`config.mk`:
```
export PLATFORM = sky130hd
export DESIGN_NAME = led_pattern_engine
export DESIGN_NICKNAME = d
export VERILOG_FILES = /design/src/rtl/led_pkg.sv /design/src/rtl/led_tick_gen.sv /design/src/rtl/led_pattern_engine.sv
export SDC_FILE = /design/constraint.sdc
export NUM_CORES = 1
export LEC_CHECK = 0
export CORE_UTILIZATION = 41
export CTS_CLUSTER_SIZE = 24
export DETAILED_ROUTE_END_ITERATION = 8
export PLACE_DENSITY = 0.59
export SETUP_SLACK_MARGIN = 0.1
export SYNTH_ARGS = -nofsm -noshare
export SYNTH_HDL_FRONTEND = slang
export SYNTH_SLANG_ARGS = --single-unit
```
`constraint.sdc`:
```
create_clock -name clk -period 13.2 [get_ports clk]
set_input_delay 2.64 -clock clk [delete_from_list [all_inputs] [get_ports clk]]
set_output_delay 2.64 -clock clk [all_outputs]
set_load 0.01 [all_outputs]
```
`src/rtl/led_pkg.sv`:
```
// rtl/led_pkg.sv - shared types and constants for the LED pattern engine
//
// Purpose: pattern mode encoding, PWM width, direction encoding and a
//          helper that classifies the OFF modes (5-7).
// Ports:   none (package)

package led_pkg;

  typedef enum logic [2:0] {
    SHIFT_L  = 3'd0,
    SHIFT_R  = 3'd1,
    PINGPONG = 3'd2,
    COUNT    = 3'd3,
    BLINK    = 3'd4,
    OFF      = 3'd5
  } led_mode_e;

  localparam int PWM_W = 8;

  localparam logic DIR_UP = 1'b0;
  localparam logic DIR_DN = 1'b1;

  // Encodings 5, 6 and 7 all mean OFF.
  function automatic logic mode_is_off(input logic [2:0] m);
    return m >= 3'(OFF);
  endfunction

endpackage

```
`src/rtl/led_tick_gen.sv`:
```
// rtl/led_tick_gen.sv - enable-gated period prescaler producing a step tick
//
// Purpose: counts enabled clocks and raises tick on the last clock of each
//          period. A period of 0 behaves as 1 (tick on every enabled clock).
// Ports:
//   clk    in   1      clock, all registers on posedge
//   rst    in   1      synchronous active-high reset
//   en     in   1      count enable; counter holds while low
//   period in   DIV_W  clocks per tick
//   clr    in   1      synchronous counter clear, wins over tick
//   tick   out  1      combinational tick for the current cycle

module led_tick_gen #(
  parameter int DIV_W = 32
) (
  input  logic             clk,
  input  logic             rst,
  input  logic             en,
  input  logic [DIV_W-1:0] period,
  input  logic             clr,
  output logic             tick
);

  logic [DIV_W-1:0] cnt;
  logic [DIV_W-1:0] period_m1;

  assign period_m1 = (period == '0) ? '0 : period - DIV_W'(1);

  // >= rather than == so that shrinking period below the current count
  // fires on the next enabled cycle instead of waiting for a counter wrap.
  assign tick = en && (cnt >= period_m1);

  always_ff @(posedge clk) begin
    if (rst) begin
      cnt <= '0;
    end else if (clr || tick) begin
      cnt <= '0;
    end else if (en) begin
      cnt <= cnt + DIV_W'(1);
    end
  end

endmodule

```
`src/rtl/led_pattern_engine.sv`:
```
// rtl/led_pattern_engine.sv - parametrised LED sequencer with step and wrap pulses
//
// Purpose: drives LED_NUM LEDs with a runtime-selected pattern advancing once
//          per programmable period. Optional feature macro LED_PWM_DIM_EN adds
//          a duty input that dims the LEDs with an 8-bit PWM.
// Ports:
//   clk         in   1        PLL output clock
//   rst         in   1        synchronous active-high reset
//   en          in   1        run enable; 0 freezes prescaler and pattern
//   mode        in   3        0 SHIFT_L 1 SHIFT_R 2 PINGPONG 3 COUNT 4 BLINK 5-7 OFF
//   period      in   DIV_W    clocks per step (0 acts as 1)
//   restart     in   1        pulse: return pattern to the mode's start state
//   duty        in   8        PWM duty, only with LED_PWM_DIM_EN
//   led         out  LED_NUM  registered LED drive, 1 = on
//   step_pulse  out  1        pulse on each step, aligned with new led value
//   wrap_pulse  out  1        pulse when the pattern completes a cycle

module led_pattern_engine
  import led_pkg::*;
#(
  parameter int LED_NUM    = 4,
  parameter int DIV_W      = 32,
  parameter int CLOCK_FREQ = 100_000_000
) (
  input  logic               clk,
  input  logic               rst,
  input  logic               en,
  input  logic [2:0]         mode,
  input  logic [DIV_W-1:0]   period,
  input  logic               restart,
`ifdef LED_PWM_DIM_EN
  input  logic [PWM_W-1:0]   duty,
`endif
  output logic [LED_NUM-1:0] led,
  output logic               step_pulse,
  output logic               wrap_pulse
);

  generate
    if (LED_NUM < 2 || CLOCK_FREQ < 1) begin : g_bad_param
      $error("led_pattern_engine: LED_NUM must be >= 2 and CLOCK_FREQ positive");
    end
  endgenerate

  localparam int POS_W = $clog2(LED_NUM);
  localparam logic [POS_W-1:0]   POS_MAX = POS_W'(LED_NUM - 1);
  localparam logic [LED_NUM-1:0] LED_ONE = {{(LED_NUM-1){1'b0}}, 1'b1};
  localparam logic [LED_NUM-1:0] LED_MSB = {1'b1, {(LED_NUM-1){1'b0}}};

  logic [2:0]         mode_q;
  logic [LED_NUM-1:0] pat, pat_nxt;
  logic [POS_W-1:0]   pos, pos_nxt;
  logic               dir, dir_nxt;
  logic               step_nxt, wrap_nxt;
  logic               chg;
  logic               tick;

  // A mode change behaves exactly like restart, so both feed one clear.
  assign chg = restart || (mode != mode_q);

  led_tick_gen #(
    .DIV_W (DIV_W)
  ) u_tick_gen (
    .clk    (clk),
    .rst    (rst),
    .en     (en),
    .period (period),
    .clr    (chg),
    .tick   (tick)
  );

  always_comb begin
    pat_nxt  = pat;
    pos_nxt  = pos;
    dir_nxt  = dir;
    step_nxt = 1'b0;
    wrap_nxt = 1'b0;
    if (chg) begin
      dir_nxt = DIR_UP;
      pos_nxt = '0;
      case (mode)
        SHIFT_L, PINGPONG: pat_nxt = LED_ONE;
        SHIFT_R: begin
          pos_nxt = POS_MAX;
          pat_nxt = LED_MSB;
        end
        COUNT:   pat_nxt = '0;
        BLINK:   pat_nxt = '1;
        default: pat_nxt = '0;
      endcase
    end else if (tick && !mode_is_off(mode_q)) begin
      step_nxt = 1'b1;
      case (mode_q)
        SHIFT_L: begin
          wrap_nxt = (pos == POS_MAX);
          pos_nxt  = wrap_nxt ? '0 : pos + POS_W'(1);
          pat_nxt  = LED_ONE << pos_nxt;
        end
        SHIFT_R: begin
          wrap_nxt = (pos == '0);
          pos_nxt  = wrap_nxt ? POS_MAX : pos - POS_W'(1);
          pat_nxt  = LED_ONE << pos_nxt;
        end
        PINGPONG: begin
          // Turning around at an end moves straight to the neighbour, so each
          // end LED is shown once per sweep.
          if (dir == DIR_UP) begin
            if (pos == POS_MAX) begin
              pos_nxt = pos - POS_W'(1);
              dir_nxt = DIR_DN;
            end else begin
              pos_nxt = pos + POS_W'(1);
            end
          end else begin
            if (pos == '0) begin
              pos_nxt = pos + POS_W'(1);
              dir_nxt = DIR_UP;
            end else begin
              pos_nxt = pos - POS_W'(1);
            end
          end
          wrap_nxt = (pos_nxt == '0);
          pat_nxt  = LED_ONE << pos_nxt;
        end
        COUNT: begin
          wrap_nxt = &pat;
          pat_nxt  = pat + LED_NUM'(1);
        end
        BLINK: begin
          // All bits move together; all-ones means this step turns them off.
          wrap_nxt = &pat;
          pat_nxt  = ~pat;
        end
        default: begin
          step_nxt = 1'b0;
        end
      endcase
    end
  end

  always_ff @(posedge clk) begin
    if (rst) begin
      mode_q     <= 3'(SHIFT_L);
      pat        <= LED_ONE;
      pos        <= '0;
      dir        <= DIR_UP;
      step_pulse <= 1'b0;
      wrap_pulse <= 1'b0;
    end else begin
      mode_q     <= mode;
      pat        <= pat_nxt;
      pos        <= pos_nxt;
      dir        <= dir_nxt;
      step_pulse <= step_nxt;
      wrap_pulse <= wrap_nxt;
    end
  end

`ifdef LED_PWM_DIM_EN
  logic [PWM_W-1:0]   pwm_cnt;
  logic [LED_NUM-1:0] led_q;

  // Masking pat_nxt keeps the dimmed led aligned with step_pulse.
  always_ff @(posedge clk) begin
    if (rst) begin
      pwm_cnt <= '0;
      led_q   <= LED_ONE;
    end else begin
      pwm_cnt <= pwm_cnt + PWM_W'(1);
      led_q   <= pat_nxt & {LED_NUM{pwm_cnt < duty}};
    end
  end

  assign led = led_q;
`else
  assign led = pat;
`endif

endmodule
```
# After elaboration in Yosys (flattened, before gate mapping)
# Cells that the tools add are included.
# word_totals
output_inout_bits	6
in_bits	39
word_cells	73
ff_bits	44
# op_classes
n_bitwise	2
n_mux	22
reduce_logical	23
shift	3
magnitude_cmp	2
eq_ne	9
n_addsub	5
# op_table
cell	n
$add 32x1->32 const B	1
$ge 32x32->1	1
$logic_not 32->1	1
$mux 32	1
$sub 32x1->32 const B	1
$mux 2	11
$pmux 4 s5	1
$pmux 4 s3	1
$shl 1x2->4 const A	3
$eq 3x2->1 const B	3
$mux 4	2
$reduce_or 2->1	4
$eq 3x1->1 const B	2
$eq 3x3->1 const B	2
$logic_not 3->1	2
$pmux 2 s3	1
$reduce_and 2->1	3
$reduce_bool 6->1	1
$reduce_or 5->1	1
$add 4x1->4 const B	1
$logic_not 2->1	2
$mux 1	4
$not 4->4	1
$pmux 1 s4	1
other kinds (13)	15

# Longest topological paths before layout
# Gate-level depths: netlist (run 1).
# logic_depth
word_depth	11
depth_mapped	16
mapped_depth_nobuf	15

# Modules after synthesis
# Synthesis (run 1) repeated with hierarchy kept, for this count alone.
# hier_totals
hier_cells	488
hier_area_um2	4124.0
# modules_own_cells
module	cells_each	seq_area_each_um2	area_per_inst_um2	instances
led_tick_gen	374	640.6	3208.1	1
led_pattern_engine	114	240.2	915.9	1

# Least setup slack after synthesis (run 1)
# Ideal clock, no wire load.
# synth_path
path_type	input to register
from	input port period[5]
to	register pat[3] (netlist: led[3])
required_time_ps	13079
slack_ps	7230
path_buffers	2
arrival_ps	5850
stages	14
setup_time_ps	121
path_cell_list	or4_4 -> nor2_1 -> and4_1 -> nand4_1 -> clkbuf_1 -> and2_1 -> ha_1 -> nand2b_1 -> a2111o_1 -> a32oi_1 -> a211o_1 -> and3_1 -> buf_2 -> mux2_2
# synth_between
elab_chain_cells	7
word_cells_on_any_way	8
cone_classes	add/sub: 1; order compare: 1; mux: 1; reduce/logical: 5
# synth_lines
item	line_no	source
start, declared	led_pattern_engine.sv:29	input logic [DIV_W-1:0] period,
$sub 32x1->32 / $logic_not 32->1 (equally long branches)	led_tick_gen.sv:27	assign period_m1 = (period == '0) ? '0 : period - DIV_W'(1);
$mux 32 *	led_tick_gen.sv:27	
$ge 32x32->1 *	led_tick_gen.sv:31	assign tick = en && (cnt >= period_m1);
$logic_and 1x1->1 *	led_tick_gen.sv:31	
$logic_and 1x1->1 *	led_pattern_engine.sv:91	end else if (tick && !mode_is_off(mode_q)) begin
$reduce_bool 2->1 (no line) *	n/a	
$reduce_and 2->1 (no line) *	n/a	
end signal, assigned	led_pattern_engine.sv:151	pat <= pat_nxt;
end, declared	led_pattern_engine.sv:51	logic [LED_NUM-1:0] pat, pat_nxt;
# Every way passes the cells marked *; elsewhere a longest branch is shown, timed or not.
# A chain may end at the register's enable or synchronous reset.

# Worst setup path after layout (run 1)
# layout_path
from	input port period[16]
to	register pat[3] (netlist: led[3])
# Same word-level chain as after synthesis.

==> results of run 1 <==
area by class of cell:
cell class	instances	area, um2
fillers	928	4720
multi-input cells	423	2860
flip-flops and latches	44	881
repair buffers	46	455
well taps	111	139
clock buffers	5	68.8
inverters	14	52.6
clock inverters	3	18.8
metal layers:
layer  track usage, %  part of all wire (%)
met5                0                     0
met4             4.30                   1.2
met2             34.1                    47
met1             26.7                    49
met3             2.98                   3.1
metrics by stage:
stage	cell area (um2)	std cells
floorplan	3860	496
global route	4480	646
CTS	4480	646
finish	4480	646
global placement	4390	638
detailed placement	4390	638
how the worst max path moves through the flow:
| stage | to | cells after the start |
|---|---|---|
| CTS | led[3] | 13 |
| floorplan | led[3] | 14 |
| finish | led[3] | 13 |
| global route | pos[1] | 14 |
| detailed placement | led[3] | 13 |
| global placement | led[3] | 13 |
flip-flops by register name, summed over array words and instances (netlist names):
signal	cells
dir	1
led	4
mode_q	3
pos	2
step_pulse	1
u_tick_gen.cnt	32
wrap_pulse	1
layout by cell type (no fill, tap or decap), types with 4 or more instances in the layout:
| cell | synthesis | layout |
|---|---|---|
| sky130_fd_sc_hd__nand2_1 | 67 | 67 |
| sky130_fd_sc_hd__clkdlybuf4s50_1 | 0 | 44 |
| sky130_fd_sc_hd__nand3_1 | 21 | 21 |
| sky130_fd_sc_hd__nor2_1 | 64 | 64 |
| sky130_fd_sc_hd__nand2b_1 | 4 | 4 |
| sky130_fd_sc_hd__xnor2_1 | 25 | 25 |
| sky130_fd_sc_hd__o21ai_0 | 17 | 17 |
| sky130_fd_sc_hd__nor3b_1 | 4 | 4 |
| sky130_fd_sc_hd__ha_1 | 39 | 39 |
| sky130_fd_sc_hd__clkbuf_8 | 0 | 5 |
| sky130_fd_sc_hd__xor2_1 | 34 | 34 |
| sky130_fd_sc_hd__and4_1 | 7 | 7 |
| sky130_fd_sc_hd__nor4_1 | 7 | 7 |
| sky130_fd_sc_hd__nor3_1 | 14 | 14 |
| sky130_fd_sc_hd__inv_1 | 14 | 14 |
| sky130_fd_sc_hd__nand4_1 | 17 | 17 |
| sky130_fd_sc_hd__or2_2 | 5 | 5 |
| sky130_fd_sc_hd__a21oi_1 | 25 | 25 |
| sky130_fd_sc_hd__dfxtp_1 | 44 | 44 |
| sky130_fd_sc_hd__nor2b_1 | 9 | 9 |
cell usage after synthesis (2+ instances only):
cell type / n
sky130_fd_sc_hd__nor4_4: 3
sky130_fd_sc_hd__and4b_1: 2
sky130_fd_sc_hd__inv_1: 14
sky130_fd_sc_hd__xor2_1: 34
sky130_fd_sc_hd__a21oi_1: 25
sky130_fd_sc_hd__nand3_1: 21
sky130_fd_sc_hd__or4_4: 3
sky130_fd_sc_hd__xnor2_1: 25
sky130_fd_sc_hd__a21bo_2: 2
sky130_fd_sc_hd__clkbuf_1: 6
sky130_fd_sc_hd__or2_2: 5
sky130_fd_sc_hd__ha_1: 39
sky130_fd_sc_hd__and2_1: 2
sky130_fd_sc_hd__nor2b_1: 9
sky130_fd_sc_hd__buf_2: 8
sky130_fd_sc_hd__a22oi_1: 2
sky130_fd_sc_hd__nand2_1: 67
sky130_fd_sc_hd__nand2_2: 2
sky130_fd_sc_hd__or3_1: 3
sky130_fd_sc_hd__nor3_1: 14
sky130_fd_sc_hd__dfxtp_1: 44
sky130_fd_sc_hd__o221a_2: 2
sky130_fd_sc_hd__nor2_1: 64
sky130_fd_sc_hd__nor4_2: 2
sky130_fd_sc_hd__mux2i_1: 3
sky130_fd_sc_hd__o41ai_1: 2
sky130_fd_sc_hd__a211oi_1: 3
sky130_fd_sc_hd__and3_1: 3
sky130_fd_sc_hd__nor3b_1: 4
sky130_fd_sc_hd__or4_1: 2
sky130_fd_sc_hd__nor4_1: 7
sky130_fd_sc_hd__a21o_1: 2
sky130_fd_sc_hd__o21ai_0: 17
sky130_fd_sc_hd__and4_1: 7
sky130_fd_sc_hd__nand2b_1: 4
sky130_fd_sc_hd__nand4_1: 17
worst min-delay path, stage by stage, from the launching register on:
cell	delay, ns
sky130_fd_sc_hd__dfxtp_1	0.36
sky130_fd_sc_hd__xor2_1	0.08
sky130_fd_sc_hd__nor2_1	0.08
cell families after synthesis:
logic type,synth area share (%)
flops,22.8
xor+xnor,13.8
fa+ha+maj,12.6
simple gates,35.0
compound gates,11.5
buf+inv,3.17
mux,1.07
power by group through the flow:
stage	sequential [mW]	combinational [mW]	clock [mW]
after global routing	0.138	0.0590	0.0908
final	0.138	0.0528	0.0831
after CTS	0.138	0.0532	0.0859
after detailed placement	0.141	0.0530	0
after global placement	0.141	0.0522	0
after floorplan	0.139	0.0289	0
==> impl_metrics.sql, run 1 <==
INSERT INTO impl_metrics (metric_group, metric, value, unit) VALUES
('sta', 'fmax', '153', 'MHz'),
('synthesis', 'synth_instances', '496', ''),
('global_routing', 'grt_overflow_total', '0', ''),
('pwr', 'total_power', '0.274', 'mW'),
('cts', 'ctsRootBufferMaster', 'sky130_fd_sc_hd__clkbuf_8', ''),
('routing', 'routed_wirelength', '9370', 'um'),
('pwr', 'max_ir_drop_vdd', '35.8', 'uV'),
('cts', 'cts_resized', '0', ''),
('placement', 'buffer_ports.inserted', '44', ''),
('sta', 'report.final.slew_viol_count', '0', ''),
('critical_path', 'worst_path_largest_cell_delay', '0.58', 'ns'),
('floorplan', 'io_pins', '45', ''),
('cts', 'cts_hold_buf', '0', ''),
('layout', 'antenna_cells_inserted', '0', ''),
('synthesis', 'synth-async-reset-ratio', '0', '%'),
('sta', 'finalWorstSetupSlack', '6.67', 'ns'),
('synthesis', 'yosysSeqAreaShare', '22.8', '%'),
('pwr', 'internal_power', '0.197', 'mW'),
('sta', 'tns', '0', 'ns'),
('floorplan', 'die_height', '99.1', 'um'),
('synthesis', 'postSynth.topFlopCell', 'sky130_fd_sc_hd__dfxtp_1', ''),
('synthesis', 'top_cell_type_s_share_of_synthesized_area', '22.8', '%'),
('pwr', 'p_seq_share', '50.3', '%'),
('routing', 'dr_total_vias', '3528', ''),
('global_routing', 'grt_util_all_layers', '20.0', '%'),
('critical_path', 'critical-path-slowest-cell', 'sky130_fd_sc_hd__or4_4', ''),
('critical_path', 'worstReg2RegEnd', 'led[3]', ''),
('synthesis', 'synthDistinctLibCells', '63', ''),
('routing', 'drt_drc_violations_left', '0', ''),
('floorplan', 'floorplan.die.width', '99.1', 'um'),
('critical_path', 'start_kind', 'input port', ''),
('pwr', 'p_sw', '0.0763', 'mW'),
('critical_path', 'crit_buf_inv', '2', ''),
('critical_path', 'worstPathRequired', '13.39', 'ns'),
('critical_path', 'timing.critical_path.fanout_max', '31', ''),
('worst_hold_path', 'min_delay_path_depth', '2', ''),
('cts', 'clock_transition_at_the_registers_of_the_reported_paths', '0.09', 'ns'),
('routing', 'detail_route.wl_per_cell', '14.5', 'um'),
('sta', 'timing.final.crit_period', '6.53', 'ns'),
('sta', 'fin_worst_skew', '0.00846', 'ns'),
('synthesis', 'netlist_top_cells_area', 'sky130_fd_sc_hd__dfxtp_1 (23%), sky130_fd_sc_hd__ha_1 (13%), sky130_fd_sc_hd__xor2_1 (7.7%), sky130_fd_sc_hd__nand2_1 (6.5%), sky130_fd_sc_hd__nor2_1 (6.2%)', ''),
('synthesis', 'post_synth_design_cell_area', '3860', 'um2'),
('worst_hold_path', 'worst_hold_path.endpoint', 'u_tick_gen.cnt[31]', ''),
('synthesis', 'yosys_warnings', '0', ''),
('floorplan', 'die-area', '9820', 'um2'),
('placement', 'worst_slack_placed', '6.35', 'ns'),
('sta', 'timing.final.crit_share', '49.5', '%'),
('layout', 'design.final.nets', '612', ''),
('critical_path', 'startpoint', 'period[16]', ''),
('pwr', 'swShare', '27.9', '%'),
('synthesis', 'synth.avg_cell_area', '7.79', 'um2'),
('floorplan', 'initial_core_util', '42.0', '%'),
('sta', 'timing.max_slew.rel_slack', '42.2', '%'),
('cts', 'cts_setup_buffers', '0', ''),
('synthesis', 'cell_taking_the_most_area_after_synthesis', 'sky130_fd_sc_hd__dfxtp_1', ''),
('floorplan', 'floorplan_core_area', '9200', 'um2'),
('critical_path', 'critical_setup_path_class', 'in2reg', ''),
('pwr', 'cellPowerDensity', '61.1', 'nW/um2'),
('critical_path', 'crit_arrival', '6.72', 'ns'),
('outcome', 'run_status', 'finished clean', ''),
('layout', 'utilization', '48.7', '%'),
('sta', 'hold-worst-slack', '0.549', 'ns'),
('critical_path', 'r2r-start', 'u_tick_gen.cnt[0]', ''),
('pwr', 'power.leakage', '1.68', 'nW'),
('floorplan', 'rows', '35', ''),
('job', 'cap_viol_max_count', '0', ''),
('global_routing', 'antenna_violations_before_repair', '0', ''),
('sta', 'rsz0062_at_grt', 'false', ''),
('routing', 'detailedRoute.firstIterationViolations', '58', ''),
('routing', 'viasPerCell', '5.46', ''),
('cts', 'cts_max_path_buffers', '2', '');
Power figures use the tool's default switching activity.
==> run 2, diff against run 1 <==
==> constraint.sdc (replaced) <==
create_clock -name clk -period 6.2 [get_ports clk]
set_input_delay 1.24 -clock clk [delete_from_list [all_inputs] [get_ports clk]]
set_output_delay 1.24 -clock clk [all_outputs]
set_load 0.01 [all_outputs]
==> impl_metrics.sql, run 2 (synthesis gave the netlist of run 1 again) <==
INSERT INTO impl_metrics (metric_group, metric, value, unit) VALUES
('floorplan', 'floorplan.die.width', '99.1', 'um'),
('critical_path', 'timing.critical_path.fanout_max', '4', ''),
('sta', 'tns', '0', 'ns'),
('cts', 'cts_htree_levels', '2', ''),
('routing', 'routed_wirelength', '9410', 'um'),
('placement', 'placement.cell_area', '4390', 'um2'),
('sta', 'hold_viol', '0', ''),
('floorplan', 'floorplan_core_area', '9200', 'um2'),
('cts', 'cts_max_path_buffers', '2', ''),
('placement', 'buffer_ports.inserted', '44', ''),
('sta', 'timing.max_slew.rel_slack', '42.1', '%'),
('floorplan', 'rows', '35', ''),
('routing', 'detailedRoute.firstIterationViolations', '112', ''),
('routing', 'ant_nets', '0', ''),
('sta', 'fmax', '191', 'MHz'),
('routing', 'drt_drc_violations_left', '0', ''),
('layout', 'seq_area', '881', 'um2'),
('cts', 'cts-buffers-inserted', '5', ''),
('critical_path', 'reg2reg_setup_slack', '3.56', 'ns'),
('critical_path', 'critical-path-slowest-cell', 'sky130_fd_sc_hd__or4_4', ''),
('sta', 'hold-worst-slack', '0.545', 'ns'),
('layout', 'drive_above_1_share', '6.73', '%'),
('global_routing', 'grt_start_max_net_pins', '33', ''),
('critical_path', 'crit_buf_inv', '1', ''),
('global_routing', 'grt_util_all_layers', '20.5', '%'),
('layout', 'synthToLayoutAreaGrowth', '16.0', '%'),
('global_routing', 'grt_first_pass_wirelength', '16200', 'um'),
('cts', 'worst_skew_pair.late_latency', '0.30', 'ns'),
('critical_path', 'path_cells', 'clkdlybuf4s50_1, or4_4, nor3b_2, nand2_2, or4_1, xnor2_1, nand2_1, ha_1, a21oi_1, o21ai_0, a221oi_1, a21o_1, and3_1, mux2_2', ''),
('pwr', 'cellPowerDensity', '133', 'nW/um2'),
('routing', 'viasPerCell', '5.53', ''),
('sta', 'timing.final.crit_period', '5.22', 'ns'),
('layout', 'antenna_cells_inserted', '0', ''),
('cts', 'clock_sinks', '44', ''),
('pwr', 'power.leakage', '1.68', 'nW'),
('critical_path', 'worstPathRequired', '6.39', 'ns'),
('routing', 'dr_total_vias', '3574', ''),
('outcome', 'run_status', 'finished clean', ''),
('critical_path', 'crit_arrival', '5.42', 'ns'),
('floorplan', 'die-area', '9820', 'um2'),
('sta', 'report.final.slew_viol_count', '0', ''),
('critical_path', 'worst_path_largest_cell_delay', '0.60', 'ns'),
('layout', 'filler_cells', '957', ''),
('critical_path', 'cell_class_contributing_the_biggest_share_of_worst_path_delay', 'simple AND/OR/NAND/NOR gates', ''),
('sta', 'worstMarginPinSlew', '0.861', 'ns'),
('pwr', 'max_ir_drop_vdd', '81.4', 'uV'),
('critical_path', 'critical_setup_path_class', 'in2reg', ''),
('routing', 'detail_route.wl_per_cell', '14.6', 'um'),
('layout', 'flip_flop_count_of_the_largest_register_after_layout', '32', ''),
('sta', 'fin_worst_skew', '0.00754', 'ns'),
('cts', 'cts_hold_buf', '0', ''),
('worst_hold_path', 'hp-class', 'reg2reg', ''),
('global_routing', 'grt_overflow_total', '0', ''),
('layout', 'design.final.nets', '612', ''),
('layout', 'final_cell_area', '4480', 'um2'),
('cts', 'cts_resized', '0', ''),
('sta', 'timing.final.crit_share', '84.2', '%'),
('floorplan', 'io_pins', '45', ''),
('layout', 'most-common-layout-cells', 'sky130_fd_sc_hd__nand2_1 (67), sky130_fd_sc_hd__nor2_1 (64), sky130_fd_sc_hd__dfxtp_1 (44), sky130_fd_sc_hd__clkdlybuf4s50_1 (44), sky130_fd_sc_hd__ha_1 (39)', ''),
('job', 'cap_viol_max_count', '0', ''),
('critical_path', 'worst_setup_path_end_kind', 'flop', ''),
('cts', 'ctsRootBufferMaster', 'sky130_fd_sc_hd__clkbuf_8', ''),
('placement', 'place.detailed.hpwl', '7750', 'um'),
('floorplan', 'initial_core_util', '42.0', '%'),
('layout', 'regMostFlops', 'u_tick_gen.cnt', ''),
('global_routing', 'grt_pass1_vias', '3498', ''),
('routing', 'drt_pass1_iterations', '4', ''),
('layout', 'final_common_cell', 'sky130_fd_sc_hd__nand2_1', ''),
('sta', 'rsz0062_at_grt', 'false', ''),
('sta', 'finalSetupViolations', '0', ''),
('cts', 'clock_transition_at_the_registers_of_the_reported_paths', '0.09', 'ns'),
('layout', 'combined_area_of_the_multi_input_logic_cells', '2860', 'um2'),
('floorplan', 'die_height', '99.1', 'um'),
('cts', 'cts_setup_buffers', '0', ''),
('cts', 'clock_tree_from_tritoncts', 'built', ''),
('global_routing', 'antenna_violations_before_repair', '0', ''),
('critical_path', 'start_kind', 'input port', ''),
('placement', 'place.gp.congestion', '0.895', '');
-- run 2: changes by cell type in the layout (fill, tap and decap cells not counted) --
cell and change:
sky130_fd_sc_hd__clkbuf_8 +1, sky130_fd_sc_hd__clkinv_2 -2, sky130_fd_sc_hd__clkinvlp_4 +1, sky130_fd_sc_hd__clkbuf_1 +1, sky130_fd_sc_hd__clkinv_4 -1
-- run 2: layout make-up --
| cell class | count | area share [%] |
|---|---|---|
| Inverter | 14 | 1.17 |
| Multi-Input combinational cell | 423 | 63.8 |
| Clock inverter | 1 | 0.168 |
| Tap cell | 111 | 3.10 |
| Timing Repair Buffer | 46 | 10.2 |
| Clock buffer | 7 | 1.93 |
| Sequential cell | 44 | 19.7 |
-- run 2: tightest hold or removal path: stages (launching register included) --
cell                      delay, ns
sky130_fd_sc_hd__dfxtp_1       0.36
sky130_fd_sc_hd__nand2_1       0.07
sky130_fd_sc_hd__mux2i_1       0.06
-- run 2: metal layers --
metal / GRT usage, % / wire length (um) / vias up / part of all wire [%]
li1: - / - / 1843 / -
met1: 26.9 / 4410 / 1651 / 47
met2: 35.9 / 4510 / 71 / 48
met3: 2.20 / 399 / 9 / 4.2
met4: 5.20 / 96 / 0 / 1.0
met5: 0 / 0 / - / 0
-- run 2: worst paths after layout --
check                                  startpoint     end  cells after the start
worst max-delay path                    period[5]  led[3]                     14
worst min-delay path                       led[1]  led[1]                      2
worst max register to register  u_tick_gen.cnt[0]  led[3]                      8
worst min register to register             led[1]  led[1]                      2
-- run 2: per-stage QoR --
stage	std cells	worst slack [ns]	total power, mW	utilization [%]
2_1_floorplan	496	1.63	0.358	-
3_3_place_gp	638	0.771	0.411	47.7
3_5_place_dp	638	0.680	0.413	47.7
4_1_cts	646	0.990	0.602	48.7
5_1_grt	646	0.677	0.628	48.7
6_report	646	0.977	0.597	48.7
-- run 2: report_power, final --
part	internal [mW]	total, mW	switching, mW	leakage, nW
clock	0.0907	0.192	0.101	0.0445
combinational	0.0558	0.112	0.0566	1.27
sequential	0.286	0.293	0.00735	0.356
==> edit 1: new RTL, config.mk and constraints of run 2 <==
Add a define of `LED_PWM_DIM_EN`.
--- a/src/rtl/led_pattern_engine.sv
+++ b/src/rtl/led_pattern_engine.sv
@@ -14,6 +14,8 @@
 //   led         out  LED_NUM  registered LED drive, 1 = on
 //   step_pulse  out  1        pulse on each step, aligned with new led value
 //   wrap_pulse  out  1        pulse when the pattern completes a cycle
+
+`define LED_PWM_DIM_EN
 
 module led_pattern_engine
   import led_pkg::*;
Interface: changed (added duty); port bits go from 45 to 53. No check against the original RTL was run, so the function may have changed too.
==> edit 1 against run 2 <==
Setup slack worse by 0.030 ns; power is 16% higher; combinational power rose by 4%; cell area grew 11%; critical path depth increased by 2; die area up 8.9%; cell count is 12% higher; sequential cell count rose by 12; synthesized area increased by 9.1%; routed wire length up 0.64%; critical path type unchanged; largest cell class unchanged.
==> edit 1: results <==
group,metric,value,unit
detailed_routing,wl_per_cell,13.1,um
grt,grtUsageMet2,31.6,%
place,place.detailed.hpwl,7.41,mm
yosys,netlist_area,4220,um^2
place,dpl.cell_count,717,
place,dpl_cell_area,4880,um^2
cells_and_area,fin_area,4970,um^2
setup_path,cp_max_fo,32,
place,place.port_buffers,52,
run_status,outcome,"complete, no violations",
setup_path,max_stage_delay,0.55,ns
detailed_routing,wl_met3,344,um
cells_and_area,nNetsFinal,685,
cells_and_area,signal_buffers,55,
detailed_routing,via_count,3704,
cells_and_area,drive_gt1_share,3.55,%
detailed_routing,m1WireLength,4.90,mm
yosys,muxShareOfSynthArea,1.22,%
power,ir_worst_vdd,115,uV
detailed_routing,drt_iter0_drc,167,
cells_and_area,multiInputGateArea,2980,um^2
grt,grtUsageMet1,25.5,%
power,switching_share,26.6,%
place,place_congestion,0.854,
yosys,synthesis.nets,633,
power,clkPwrFrac,29.1,%
yosys,syn_avg_cell_area,7.82,um^2
setup_path,arrival,5.50,ns
cells_and_area,inv_count,19,
cells_and_area,seq_area_share,22.6,%
clocking,cts.sinks,56,
cells_and_area,multi_input_gates,454,
yosys,synthAdderAreaFrac,13.9,%
yosys,synthTopCellsByArea,"dfxtp_1 27%, ha_1 14%, xor2_1 8.9%",
edit 1: changes by cell type after synthesis, moves of 4 or more:
| cell | delta |
|---|---|
| a31oi_1 | +4 |
| dfxtp_1 | +12 |
| inv_1 | +5 |
| ha_1 | +8 |
| xor2_1 | +9 |
| nand2_1 | +7 |
| nor2_1 | +14 |
edit 1: worst paths after layout:
| kind | start | end | slack (ns) | depth (start not counted) |
|---|---|---|---|---|
| setup reg to reg | u_tick_gen.cnt[0]$_SDFFE_PP0P_ | dir$_SDFFE_PP0P_ | 3.52 | 9 |
| setup / recovery | period[5] | u_tick_gen.cnt[18]$_SDFFE_PP0P_ | 0.95 | 16 |
| hold reg to reg | pwm_cnt[0]$_SDFF_PP0_ | pwm_cnt[0]$_SDFF_PP0_ | 0.47 | 1 |
| hold / removal | pwm_cnt[0]$_SDFF_PP0_ | pwm_cnt[0]$_SDFF_PP0_ | 0.47 | 1 |
==> edit 2: new RTL, config.mk and constraints of run 2 <==
Without the edit above. Remove the case item `COUNT` of the case on `mode_q`.
--- a/src/rtl/led_pattern_engine.sv
+++ b/src/rtl/led_pattern_engine.sv
@@ -122,10 +122,6 @@
           wrap_nxt = (pos_nxt == '0);
           pat_nxt  = LED_ONE << pos_nxt;
         end
-        COUNT: begin
-          wrap_nxt = &pat;
-          pat_nxt  = pat + LED_NUM'(1);
-        end
         BLINK: begin
           // All bits move together; all-ones means this step turns them off.
           wrap_nxt = &pat;
Formal check against the unedited RTL: not equivalent (Yosys sat finds a counterexample within 4 cycles, from zero or initial values and one cycle with rst high).
==> edit 2 against run 2 <==
Core utilization grew 2.0 points; power shrank 2.7%; critical endpoint is now led[1]$_SDFFE_PP0P_; synthesized cell count shrank 4.8%; die area shrank 5.8%; global-route usage shrank 0.70 points; register-to-register slack is essentially flat; cell area shrank 5.1%; synthesized area shrank 6.0%; routed wire length shrank 7.8%; setup slack lost 0.14 ns; maximum frequency shrank 2.7%; first-iteration DRC count grew 39%; sequential cell count is the same.
==> edit 2: results <==
group,metric,value,unit
run_status,outcome,"complete, no violations",
yosys,muxShareOfSynthArea,0.275,%
sta,skew,0.0122,ns
min_path,hold_end,"led[0]$_SDFFE_PP1P_",
yosys,seq_area_frac_synth,24.2,%
grt,grt_pass1_wl,14.4,mm
yosys,synth_compound_area_share,13.0,%
grt,grt_use_met3,3.32,%
place,dp_slack,0.539,ns
detailed_routing,routed-wl-met2,4.16,mm
detailed_routing,wl_met3,283,um
grt,grt_max_degree,32,
yosys,synth_top_cells_by_count,"69 x nand2_1, 66 x nor2_1, 44 x dfxtp_1, 38 x ha_1, 33 x xor2_1",
place,dpl_cell_area,4160,um^2
place,dpl.cell_count,609,
grt,grtUsageMet1,26.1,%
sta,worst_slew_pin_slew,0.848,ns
grt,grt_pass1_vias,3133,
detailed_routing,drt_iter0_drc,156,
grt,gr-usage-all-layers,19.8,%
power,p_sw,0.154,mW
place,place_congestion,0.807,
detailed_routing,via_count,3335,
yosys,synthTopCellsByArea,"dfxtp_1 24%, ha_1 13%, xor2_1 8.0%",
sta,timing.hold.ws,0.505,ns
detailed_routing,m1WireLength,4.19,mm
yosys,synth_cell_types,60,
yosys,synth_xor_area_share,14.0,%
grt,grtUsageMet2,34.0,%
place,place.detailed.hpwl,6.89,mm
setup_path,cp_max_fo,13,
setup_path,reg2reg_slack,3.55,ns
power,ir_worst_vdd,92.3,uV
yosys,netlist_instances,472,
power,p_comb,0.103,mW
## edit 2: worst max-delay path by stage
stage                           to  cells past startpoint        from  slack, ns
2_1_floorplan  led[3]$_SDFFE_PP0P_                     16  period[11]       1.52
3_3_place_gp   led[1]$_SDFFE_PP0P_                     16  period[10]       0.69
3_5_place_dp   led[1]$_SDFFE_PP0P_                     16  period[10]       0.54
4_1_cts        led[1]$_SDFFE_PP0P_                     16  period[10]       0.86
5_1_grt        led[1]$_SDFFE_PP0P_                     16   period[9]       0.49
6_report       led[1]$_SDFFE_PP0P_                     16  period[10]       0.83
## edit 2: kinds of logic after synthesis
| logic type | count (synthesis) |
|---|---|
| DFF | 44 |
| adders and majority gates | 38 |
| buffers and inverters | 27 |
| AOI/OAI and AO/OA | 69 |
| muxes | 1 |
| and+or+nand+nor | 235 |
| xor gates and xnor gates | 58 |
## edit 2: critical path, cell delays in order
cell and delay [ns]:
clkdlybuf4s50_1 0.46, or4_1 0.63, nor4_4 0.28, nand4_1 0.25, nor2_1 0.30, nand2_1 0.11
xnor2_1 0.17, nand2_1 0.09, ha_1 0.30, nand4_1 0.15, nor4_1 0.43, nand4_1 0.21
a31oi_4 0.21, nor2_2 0.15, or3_4 0.43, o211ai_1 0.18
## edit 2: layout make-up
class | instances | area (um^2) | area share [%]
Timing Repair Buffer | 47 | 463 | 10.9
Clock buffer | 7 | 86.3 | 2.03
Sequential cell | 44 | 881 | 20.7
Clock inverter | 1 | 7.51 | 0.176
Inverter | 12 | 45.0 | 1.06
Multi-Input combinational cell | 401 | 2640 | 62.1
Tap cell | 105 | 131 | 3.09
